[config.mk]
export PLATFORM = sky130hd
export DESIGN_NAME = l1_mem_arbiter
export DESIGN_NICKNAME = d
export VERILOG_FILES = /design/src/rtl/l1_arb_pkg.sv /design/src/rtl/arb_wait_counter.sv /design/src/rtl/l1_mem_arbiter.sv
export SDC_FILE = /design/constraint.sdc
export NUM_CORES = 1
export LEC_CHECK = 0
export ABC_AREA = 1
export CAP_MARGIN = 20
export CORE_AREA = 3 3 565 567
export CTS_BUF_LIST = sky130_fd_sc_hd__clkbuf_4
export CTS_CLUSTER_SIZE = 40
export DETAILED_ROUTE_END_ITERATION = 8
export DIE_AREA = 0 0 568 570
export DONT_BUFFER_PORTS = 1
export GPL_TIMING_DRIVEN = 0
export PLACE_DENSITY = 0.3
export SLEW_MARGIN = 20
export SYNTH_ARGS = -nofsm -noshare
export SYNTH_HDL_FRONTEND = slang
export SYNTH_SLANG_ARGS = --single-unit
export TNS_END_PERCENT = 30
[constraint.sdc]
create_clock -name clk -period 1.9 [get_ports clk]
set_input_delay 0.285 -clock clk [delete_from_list [all_inputs] [get_ports clk]]
set_output_delay 0.285 -clock clk [all_outputs]
set_load 0.03 [all_outputs]
[src/rtl/l1_arb_pkg.sv]
// Shared types and width defaults for the L1 memory arbiter.
// The round-robin option is selected with the L1_ARB_RR_EN macro.
package l1_arb_pkg;

   localparam int DEFAULT_ADDR_W = 32;
   localparam int DEFAULT_LINE_W = 256;
   localparam int DEFAULT_CNT_W  = 32;

   typedef enum logic [1:0] {
      ARB_IDLE    = 2'd0,
      ARB_SERVE_I = 2'd1,
      ARB_SERVE_D = 2'd2
   } arb_state_t;

   typedef enum logic {
      ARB_SIDE_I = 1'b0,
      ARB_SIDE_D = 1'b1
   } arb_side_t;

   // A D-side write-back counts as a request just like a read.
   function automatic logic d_side_request(input logic rd, input logic wr);
      return rd | wr;
   endfunction

endpackage

[src/rtl/arb_wait_counter.sv]
// Saturating wait-cycle counter with clear taking priority over increment.
// Used once per requester side by l1_mem_arbiter.
module arb_wait_counter
   import l1_arb_pkg::*;
#(
   parameter int CNT_W = DEFAULT_CNT_W
) (
   input  logic             clk,
   input  logic             rst_n,
   input  logic             i_inc,
   input  logic             i_clear,
   output logic [CNT_W-1:0] o_count
);

   localparam logic [CNT_W-1:0] ONE = {{(CNT_W-1){1'b0}}, 1'b1};

   logic [CNT_W-1:0] r_count;

   always_ff @(posedge clk) begin
      if (!rst_n) begin
         r_count <= '0;
      end else if (i_clear) begin
         r_count <= '0;
      end else if (i_inc && (r_count != '1)) begin
         r_count <= r_count + ONE;
      end
   end

   assign o_count = r_count;

endmodule

[src/rtl/l1_mem_arbiter.sv]
// Arbitrates line requests from the L1 I-cache and D-cache onto one memory port.
// Define L1_ARB_RR_EN for round-robin; otherwise the D-side has fixed priority.
module l1_mem_arbiter
   import l1_arb_pkg::*;
#(
   parameter int ADDR_W = DEFAULT_ADDR_W,
   parameter int LINE_W = DEFAULT_LINE_W,
   parameter int CNT_W  = DEFAULT_CNT_W
) (
   input  logic              clk,
   input  logic              rst_n,
   input  logic [ADDR_W-1:0] i_address,
   input  logic              i_read,
   output logic [LINE_W-1:0] i_rdata,
   output logic              i_resp,
   input  logic [ADDR_W-1:0] d_address,
   input  logic              d_read,
   input  logic              d_write,
   input  logic [LINE_W-1:0] d_wdata,
   output logic [LINE_W-1:0] d_rdata,
   output logic              d_resp,
   output logic [ADDR_W-1:0] pmem_address,
   output logic              pmem_read,
   output logic              pmem_write,
   output logic [LINE_W-1:0] pmem_wdata,
   input  logic [LINE_W-1:0] pmem_rdata,
   input  logic              pmem_resp,
   input  logic              i_wait_clear,
   input  logic              d_wait_clear,
   output logic [CNT_W-1:0]  i_wait_count,
   output logic [CNT_W-1:0]  d_wait_count
);

   arb_state_t r_state;
   logic       w_iReq;
   logic       w_dReq;
   logic       w_dWins;

   assign w_iReq = i_read;
   assign w_dReq = d_side_request(d_read, d_write);

`ifdef L1_ARB_RR_EN
   arb_side_t r_lastGrant;

   // On a tie the side that was not served most recently goes next.
   assign w_dWins = w_dReq && (!w_iReq || (r_lastGrant == ARB_SIDE_I));

   always_ff @(posedge clk) begin
      if (!rst_n) begin
         r_lastGrant <= ARB_SIDE_I;
      end else if (r_state == ARB_IDLE) begin
         if (w_dWins) begin
            r_lastGrant <= ARB_SIDE_D;
         end else if (w_iReq) begin
            r_lastGrant <= ARB_SIDE_I;
         end
      end
   end
`else
   assign w_dWins = w_dReq;
`endif

   // Grants only from IDLE, so every transaction is followed by an IDLE cycle.
   always_ff @(posedge clk) begin
      if (!rst_n) begin
         r_state <= ARB_IDLE;
      end else begin
         case (r_state)
            ARB_IDLE: begin
               if (w_dWins) begin
                  r_state <= ARB_SERVE_D;
               end else if (w_iReq) begin
                  r_state <= ARB_SERVE_I;
               end
            end
            ARB_SERVE_I, ARB_SERVE_D: begin
               if (pmem_resp) begin
                  r_state <= ARB_IDLE;
               end
            end
            default: r_state <= ARB_IDLE;
         endcase
      end
   end

   // A simultaneous read and write-back from the D-side is resolved as a write.
   always_comb begin
      pmem_address = '0;
      pmem_wdata   = '0;
      pmem_read    = 1'b0;
      pmem_write   = 1'b0;
      case (r_state)
         ARB_SERVE_I: begin
            pmem_address = i_address;
            pmem_read    = 1'b1;
         end
         ARB_SERVE_D: begin
            pmem_address = d_address;
            pmem_wdata   = d_wdata;
            pmem_read    = d_read & ~d_write;
            pmem_write   = d_write;
         end
         default: begin
         end
      endcase
   end

   assign i_resp  = pmem_resp & (r_state == ARB_SERVE_I);
   assign d_resp  = pmem_resp & (r_state == ARB_SERVE_D);
   assign i_rdata = pmem_rdata;
   assign d_rdata = pmem_rdata;

   arb_wait_counter #(.CNT_W(CNT_W)) u_iWait (
      .clk     (clk),
      .rst_n   (rst_n),
      .i_inc   (w_iReq && (r_state != ARB_SERVE_I)),
      .i_clear (i_wait_clear),
      .o_count (i_wait_count)
   );

   arb_wait_counter #(.CNT_W(CNT_W)) u_dWait (
      .clk     (clk),
      .rst_n   (rst_n),
      .i_inc   (w_dReq && (r_state != ARB_SERVE_D)),
      .i_clear (d_wait_clear),
      .o_count (d_wait_count)
   );

endmodule
======== Word level (Yosys, flattened, before mapping) ========
Cells that the tools add are included.
Widths: inputs -> output; s select.
word-level totals
  register bits ........................... 66
  bits of input ports ..................... 584
  logic and storage cells ................. 36
operators by class
  add/sub/neg operators ................... 2
  equal/unequal tests ..................... 8
  muxes and demuxes ....................... 8
  bitwise logic cells ..................... 6
  reductions and logical operators ........ 9
operator list
  operator               number
  $mux 256               1
  $add 32x1->32 const B  2
  $ne 32x32->1 const B   2
  $pmux 32 s2            1
  $mux 2                 3
  $reduce_or 2->1        3
  $logic_and 1x1->1      4
  $ne 2x2->1 const B     2
  $pmux 2 s2             1
  $and 1x1->1            3
  $ne 3x3->1 const B     1
  $eq 2x1->1 const B     1
  $eq 2x2->1 const B     1
  $logic_not 2->1        1
  $ne 2x1->1 const B     1
  $not 1->1              2
  $pmux 1 s2             1
  $reduce_and 2->1       1
  $mux 1                 1
  $or 1x1->1             1

======== Logic depth before layout (Yosys ltp) ========
Gate-level depths: netlist of the first run.
  depth after elaboration ................. 4
  mapped depth ............................ 12
  mapped depth without buffers ............ 11

======== Modules after synthesis ========
From an unflattened synthesis of the first run, not the netlist that was laid out.
second synthesis, totals
  cell total of the unflattened synthesis .. 1,857
  area, all modules ....................... 10,854.2 um^2
by module, submodules not included
  module            times used  cells an instance  area each (um^2)  seq. area each (um^2)
  l1_mem_arbiter    1           1,193              6,715.2           40.0
  arb_wait_counter  2           332                2,069.5           640.6

======== Worst setup path before layout of the first run ========
No wires, ideal clock.
  kind .................................... flip-flop to output port
  start point ............................. register r_state[0]
  end point ............................... output pmem_address[6]
  arrival time ............................ 1.823 ns
  data required time ...................... 1.615 ns
  slack ................................... -0.208 ns
  stages on the path, launching flop included .. 8
  cell sequence ........................... dfxtp_1 -> inv_1 -> ha_1 -> clkbuf_1 -> clkbuf_1 -> clkbuf_1 -> nand2_1 -> a21oi_1
between the ends
  longest elaborated chain between the ends .. 2
  elaborated cells between the ends (all ways) .. 3
RTL lines
  element                                   RTL line              text
  start, declared                           l1_mem_arbiter.sv:34  arb_state_t r_state;
  start signal, assigned                    l1_mem_arbiter.sv:66  r_state <= ARB_IDLE;
  start signal, assigned                    l1_mem_arbiter.sv:71  r_state <= ARB_SERVE_D;
  start signal, assigned                    l1_mem_arbiter.sv:73  r_state <= ARB_SERVE_I;
  $eq 2x2->1 or $eq 2x1->1 (tied branches)  l1_mem_arbiter.sv:92  case (r_state)
  $pmux 32 s2 (*)                           l1_mem_arbiter.sv:92
  end, declared                             l1_mem_arbiter.sv:22  output logic [ADDR_W-1:0] pmem_address,
Every way passes the cells marked *; elsewhere a longest branch is shown, timed or not.

======== Final worst setup path of the first run ========
  start point ............................. register r_state[0]
  end point ............................... output pmem_address[31]
Same word-level chain as after synthesis.

==> metrics.md, run 1 <==
| Metric | Value |
|---|---|
| First-pass GRT wire length | `226000 µm` |
| Number of slew-limit violations in the final report | `0` |
| Routed wirelength normalized by instance count | `33.0 µm` |
| Power per cell area | `631 nW/µm²` |
| Synth-to-Final Area Change | `89.6%` |
| Register clock-pin slew on the reported worst setup and hold paths | `160 ps` |
| Proportion of netlist area held by the largest area contributor | `36.7%` |
| Number of ports placed on the die boundary | `1452` |
| Ys async rst share | `0%` |
| Leakage dissipation | `7.29 nW` |
| Violations in the final reports | `negative setup slack` |
| F_max | `0.377 GHz` |
| Buffers on Ports | `0` |
| Die area | `324000 µm²` |
| Net count after synthesis | `2451` |
| Slew at the pin with the worst max-slew slack | `774 ps` |
| Type of the setup path with the least slack | `flip-flop to primary output` |
| Maximum fanout along the worst path | `8` |
| Cell count after placement | `6025` |
| Detailed-route wire length | `203000 µm` |
| Setup tns final | `-170710 ps` |
| Initial DRC count | `749` |
| Worst hold path class | `input port to flip-flop` |
| Residual DRC count | `0` |
| Warning count from the yosys run | `0` |
| Final WS setup | `-752 ps` |
| Global router's overall resource usage | `11.9%` |
| Count of filler cells inserted in the layout | `37200` |
| Largest stage delay, worst path | `600 ps` |
| Die extent in x | `568 µm` |
| Run status | `finished, violations left` |
| Area taken by multi-input logic gates | `5420 µm²` |
| Insertion delay to the later sink of the worst-skew pair | `570 ps` |
| Post-route clock skew | `34.3 ps` |
| Final worst-path cycle share | `140%` |
| Setup WS pre-CTS | `-1340 ps` |
| Die Y-Extent | `570 µm` |
| CP Capture Type | `primary output` |
| Core Region | `315000 µm²` |
| Post-Layout Cell Count | `6159` |
| Worst-case clock buffer depth | `2` |
| Hold violation count in the final report | `0` |
| TritonCTS Buffers | `9` |
| Pin count of the biggest net entering global routing | `13` |
| Number of nets with antenna violations after routing | `0` |
| Mean cell area of the mapped netlist | `5.63 µm²` |
| Timing startpoint of the critical path | `r_state[0]` |
| Register Area | `1410 µm²` |
| Number of antenna violations at the first check in global routing | `117` |
| Post-synth EDFFs | `0` |
| Final estimated routing congestion in global placement | `0.942` |
| Type of origin of the critical path | `flip-flop` |
| H-tree depth reported by CTS | `3` |
| Comb pwr share | `76.1%` |
| Via count | `12400` |
| Most frequent cells in the layout | `buf_4, nand2_1, nor2_1` |
| Beginning of the worst register-to-register path | `u_iWait.o_count[0]` |
| Distinct cell type count of the synthesized netlist | `33` |
| Most common cell after layout, fill and taps aside | `buf_4` |
| Endpoint of the worst hold path | `r_state[1]` |
| Setup slack on the worst flop-to-flop path | `-360 ps` |
| Total iterations of the first detailed-routing run | `7` |
| Top cell by count, worst path | `clkbuf_16` |
| Core Rows | `206` |
| CTS tree | `done` |
| Required arrival time at the worst endpoint | `1620 ps` |
| Setup repair after global routing missed its margin | `true` |
| Number of global-route vias before repair | `11400` |
| Hold Path Origin | `rst_n` |
| Max Cap Violations | `0` |
| Clock network fraction of total power | `12.4%` |
| Number of cells on the worst reg-to-reg path | `9` |
| Sw Share | `63.1%` |
| Final Setup Violations | `330` |
| Net switching power | `7.92 mW` |
| Initial core utilization | `3.33%` |
| Primary FF master, synth | `dfxtp_1` |
| Worst-case vdd ir drop | `0.344 mV` |
| Synth area leader | `buf_4` |
| GRT Residual Overflow | `0` |
| Cell count after synthesis | `1862` |
| Capture instance of the worst register-to-register path | `u_iWait.o_count[18]` |
| Cell depth of the worst hold path | `2` |
| Fraction of final layout cells with drive strength greater than 1 | `57.3%` |
| Post-detailed-route via-to-cell ratio | `2.01` |
| Register area share after synthesis | `12.6%` |
| Worst-case headroom to the max-slew limit | `48.3%` |
| Top area cells in the synthesized netlist | `buf_4, nand2_1, dfxtp_1` |
| Cell type of the slowest stage on the worst timing path | `a21oi_4` |
| Clock Sink Count | `66` |
| Total half-perimeter wirelength after legalization and detailed placement | `194000 µm` |
| Synth Cell Area | `10500 µm²` |
| Cell Int Power | `4.63 mW` |
| CP arrival | `2370 ps` |
| Sequential fraction of design power | `11.5%` |
| Synth Register Bits | `66` |
| Cell breakdown of the critical path | `inv_4, ha_4, clkbuf_16, buf_16, clkbuf_16, nand2_2, a21oi_4` |
| Clock tree root driver cell | `clkbuf_4` |
| Number of nets in the finished design | `2539` |
| Min cycle time layout | `2650 ps` |
[cell usage after synthesis, types with 3 or more instances]
cell	instances
nand2_4	4
inv_2	3
buf_2	3
nor2_1	174
nand2_1	523
inv_1	329
nand3_1	68
nor2_2	4
buf_4	513
nor2_4	6
nand4_1	5
xor2_1	7
ha_1	5
buf_6	3
xnor2_1	5
o21ai_0	3
nor3_1	3
a21oi_1	77
clkbuf_1	46
nand2_2	3
dfxtp_1	66
[layout make-up]
cell class,count,share of cell area [%]
repair buffers,79,5.08
flip-flops and latches,66,7.09
multi-input cells,897,27.3
plain buffers,564,23.5
inverters,333,9.38
diodes,44,0.554
clock buffers,10,0.378
well taps,4160,26.2
clock inverters,6,0.579
[power by group through the flow]
stage | logic [mW] | registers (mW) | clock network (mW)
finish | 9.55 | 1.45 | 1.55
global route | 9.95 | 1.45 | 1.67
CTS | 8.72 | 1.47 | 1.65
detailed placement | 7.58 | 1.49 | 0
global placement | 7.50 | 1.49 | 0
floorplan | 4.58 | 1.48 | 0
[through the flow]
stage	cell area (µm²)	utilization, %	hold slack [ps]	power (mW)
6_report	19900	6.32	184	12.6
5_1_grt	19800	6.30	201	13.1
4_1_cts	18000	5.71	109	11.8
3_5_place_dp	16000	5.09	435	9.07
3_3_place_gp	15900	5.04	436	8.99
2_1_floorplan	10700	-	408	6.05
[critical path: cells and delay by family (launching register included)]
| family | cells | cell delay, ps |
|---|---|---|
| AND/OR/NAND/NOR | 1 | 80 |
| flip-flops | 1 | 370 |
| AO/OA/AOI/OAI | 1 | 600 |
| buffers and inverters | 4 | 520 |
| adder cells (fa/ha/maj) | 1 | 170 |
[how the worst max path moves through the flow]
stage	endpoint
after floorplan	pmem_address[12]
after global placement	pmem_wdata[167]
after detailed placement	pmem_wdata[93]
after CTS	pmem_address[31]
after global routing	pmem_address[21]
final	pmem_address[31]
[metal layers]
metal / GRT usage, % / vias to the layer above / wire length [µm]
met5: 0 / - / 471
met4: 2.43 / 70 / 4650
met3: 7.31 / 197 / 27500
met2: 19.4 / 1090 / 93700
met1: 13.0 / 5870 / 77000
li1: - / 5134 / -
[flip-flops by register name, indices dropped and copies added (netlist names)]
| register | count |
|---|---|
| r_state | 2 |
| u_dWait.o_count | 32 |
| u_iWait.o_count | 32 |
[logic make-up (layout without fill, tap and decap cells)]
kind of cell | count (synthesis) | in the layout | share of synthesized area (%)
other | 0 | 44 | 0
XOR/XNOR | 12 | 12 | 1.00
AO/OA/AOI/OAI | 83 | 83 | 4.04
buffers and inverters | 899 | 992 | 50.9
adder cells (fa/ha/maj) | 5 | 5 | 0.597
AND/OR/NAND/NOR | 797 | 797 | 30.9
flip-flops | 66 | 66 | 12.6
[what timing repair did]
action	4_1_cts	5_1_grt
buffers inserted	15	39
hold endpoints to repair	11	0
endpoints found under the setup margin	369	364
hold buffers	8	0
pin swaps	19	27
gates cloned	2	13
gates resized for setup	429	430
No activity file was read; power rests on OpenSTA's default activity.
==> run 2, diff against run 1 <==
- ABC_AREA: 1 -> default
- ABC_CLOCK_PERIOD_IN_PS: default -> 1900
- CORE_AREA: 3 3 565 567 -> 3 3 558 560
- DIE_AREA: 0 0 568 570 -> 0 0 561 563
- HOLD_SLACK_MARGIN: default -> 0.12
==> metrics.md, run 2 <==
| Metric | Value |
|---|---|
| Run status | `did not finish` |
| Failed at | `global placement` |
| Error text reported by the tool | `[ERROR GPL-0305] RePlAce diverged during gradient descent calculation, resulting in an invalid step length (Inf or NaN). This is often caused by numerical instability ...` |
| Net count after synthesis | `1899` |
| Most numerous cell in the Yosys netlist | `buf_4` |
| Distinct cell type count of the synthesized netlist | `62` |
| Top cells by instance count after synthesis | `buf_4, and2_1, dfxtp_1` |
| Mean cell area of the mapped netlist | `7.36 µm²` |
| Die Y-Extent | `563 µm` |
| Warning count from the yosys run | `0` |
| Ys async rst share | `0%` |
| Core Rows | `203` |
| Synth area leader | `buf_4` |
| Synth Cell Area | `9640 µm²` |
| Die extent in x | `561 µm` |
| Post-synth EDFFs | `0` |
| Register area share after synthesis | `13.7%` |
| Top area cells in the synthesized netlist | `buf_4, and2_1, dfxtp_1` |
| Initial core utilization | `3.15%` |
| Proportion of netlist area held by the largest area contributor | `39.9%` |
| Buffers on Ports | `0` |
| Primary FF master, synth | `dfxtp_1` |
| Number of ports placed on the die boundary | `1452` |
| Cell count after synthesis | `1310` |
| Synth Register Bits | `66` |
run 2: cell families after synthesis:
logic type | after synthesis | synth area share [%]
flops | 66 | 13.7
xor+xnor | 9 | 0.817
buf+inv | 575 | 42.7
simple gates | 507 | 31.9
mux | 2 | 0.208
fa+ha+maj | 5 | 0.649
compound gates | 146 | 10.1
==> run 3, diff against run 2 <==
- CORE_AREA: 3 3 558 560 -> 3 3 572 574
- CTS_BUF_LIST: sky130_fd_sc_hd__clkbuf_4 -> default
- CTS_CLUSTER_SIZE: 40 -> default
- DIE_AREA: 0 0 561 563 -> 0 0 575 577
- HOLD_SLACK_MARGIN: 0.12 -> default
- PLACE_DENSITY: 0.3 -> default
- PLACE_DENSITY_LB_ADDON: default -> 0.15
==> metrics.md, run 3 <==
| Metric | Value |
|---|---|
| Net count after synthesis | `1899` |
| Synth Cell Area | `9640 µm²` |
| Synth area leader | `buf_4` |
| Post-synth EDFFs | `0` |
| Register area share after synthesis | `13.7%` |
| Die extent in x | `575 µm` |
| Synth Register Bits | `66` |
| Mean cell area of the mapped netlist | `7.36 µm²` |
| Cell count after synthesis | `1310` |
| Primary FF master, synth | `dfxtp_1` |
| Core Rows | `209` |
| Failed at | `global placement` |
| Distinct cell type count of the synthesized netlist | `62` |
| Die Y-Extent | `577 µm` |
| Proportion of netlist area held by the largest area contributor | `39.9%` |
| Run status | `did not finish` |
| Ys async rst share | `0%` |
| Initial core utilization | `2.98%` |
| Top cells by instance count after synthesis | `buf_4, and2_1, dfxtp_1` |
| Number of ports placed on the die boundary | `1452` |
| Buffers on Ports | `0` |
| Most numerous cell in the Yosys netlist | `buf_4` |
| Warning count from the yosys run | `0` |
| Error text reported by the tool | `[ERROR GPL-0305] RePlAce diverged during gradient descent calculation, resulting in an invalid step length (Inf or NaN). This is often caused by numerical instability ...` |
| Top area cells in the synthesized netlist | `buf_4, and2_1, dfxtp_1` |
==> run 3: cell families after synthesis <==
group | count (synthesis) | share of synthesized area [%]
buf+inv | 575 | 42.7
mux | 2 | 0.208
compound gates | 146 | 10.1
simple gates | 507 | 31.9
xor+xnor | 9 | 0.817
fa+ha+maj | 5 | 0.649
flops | 66 | 13.7
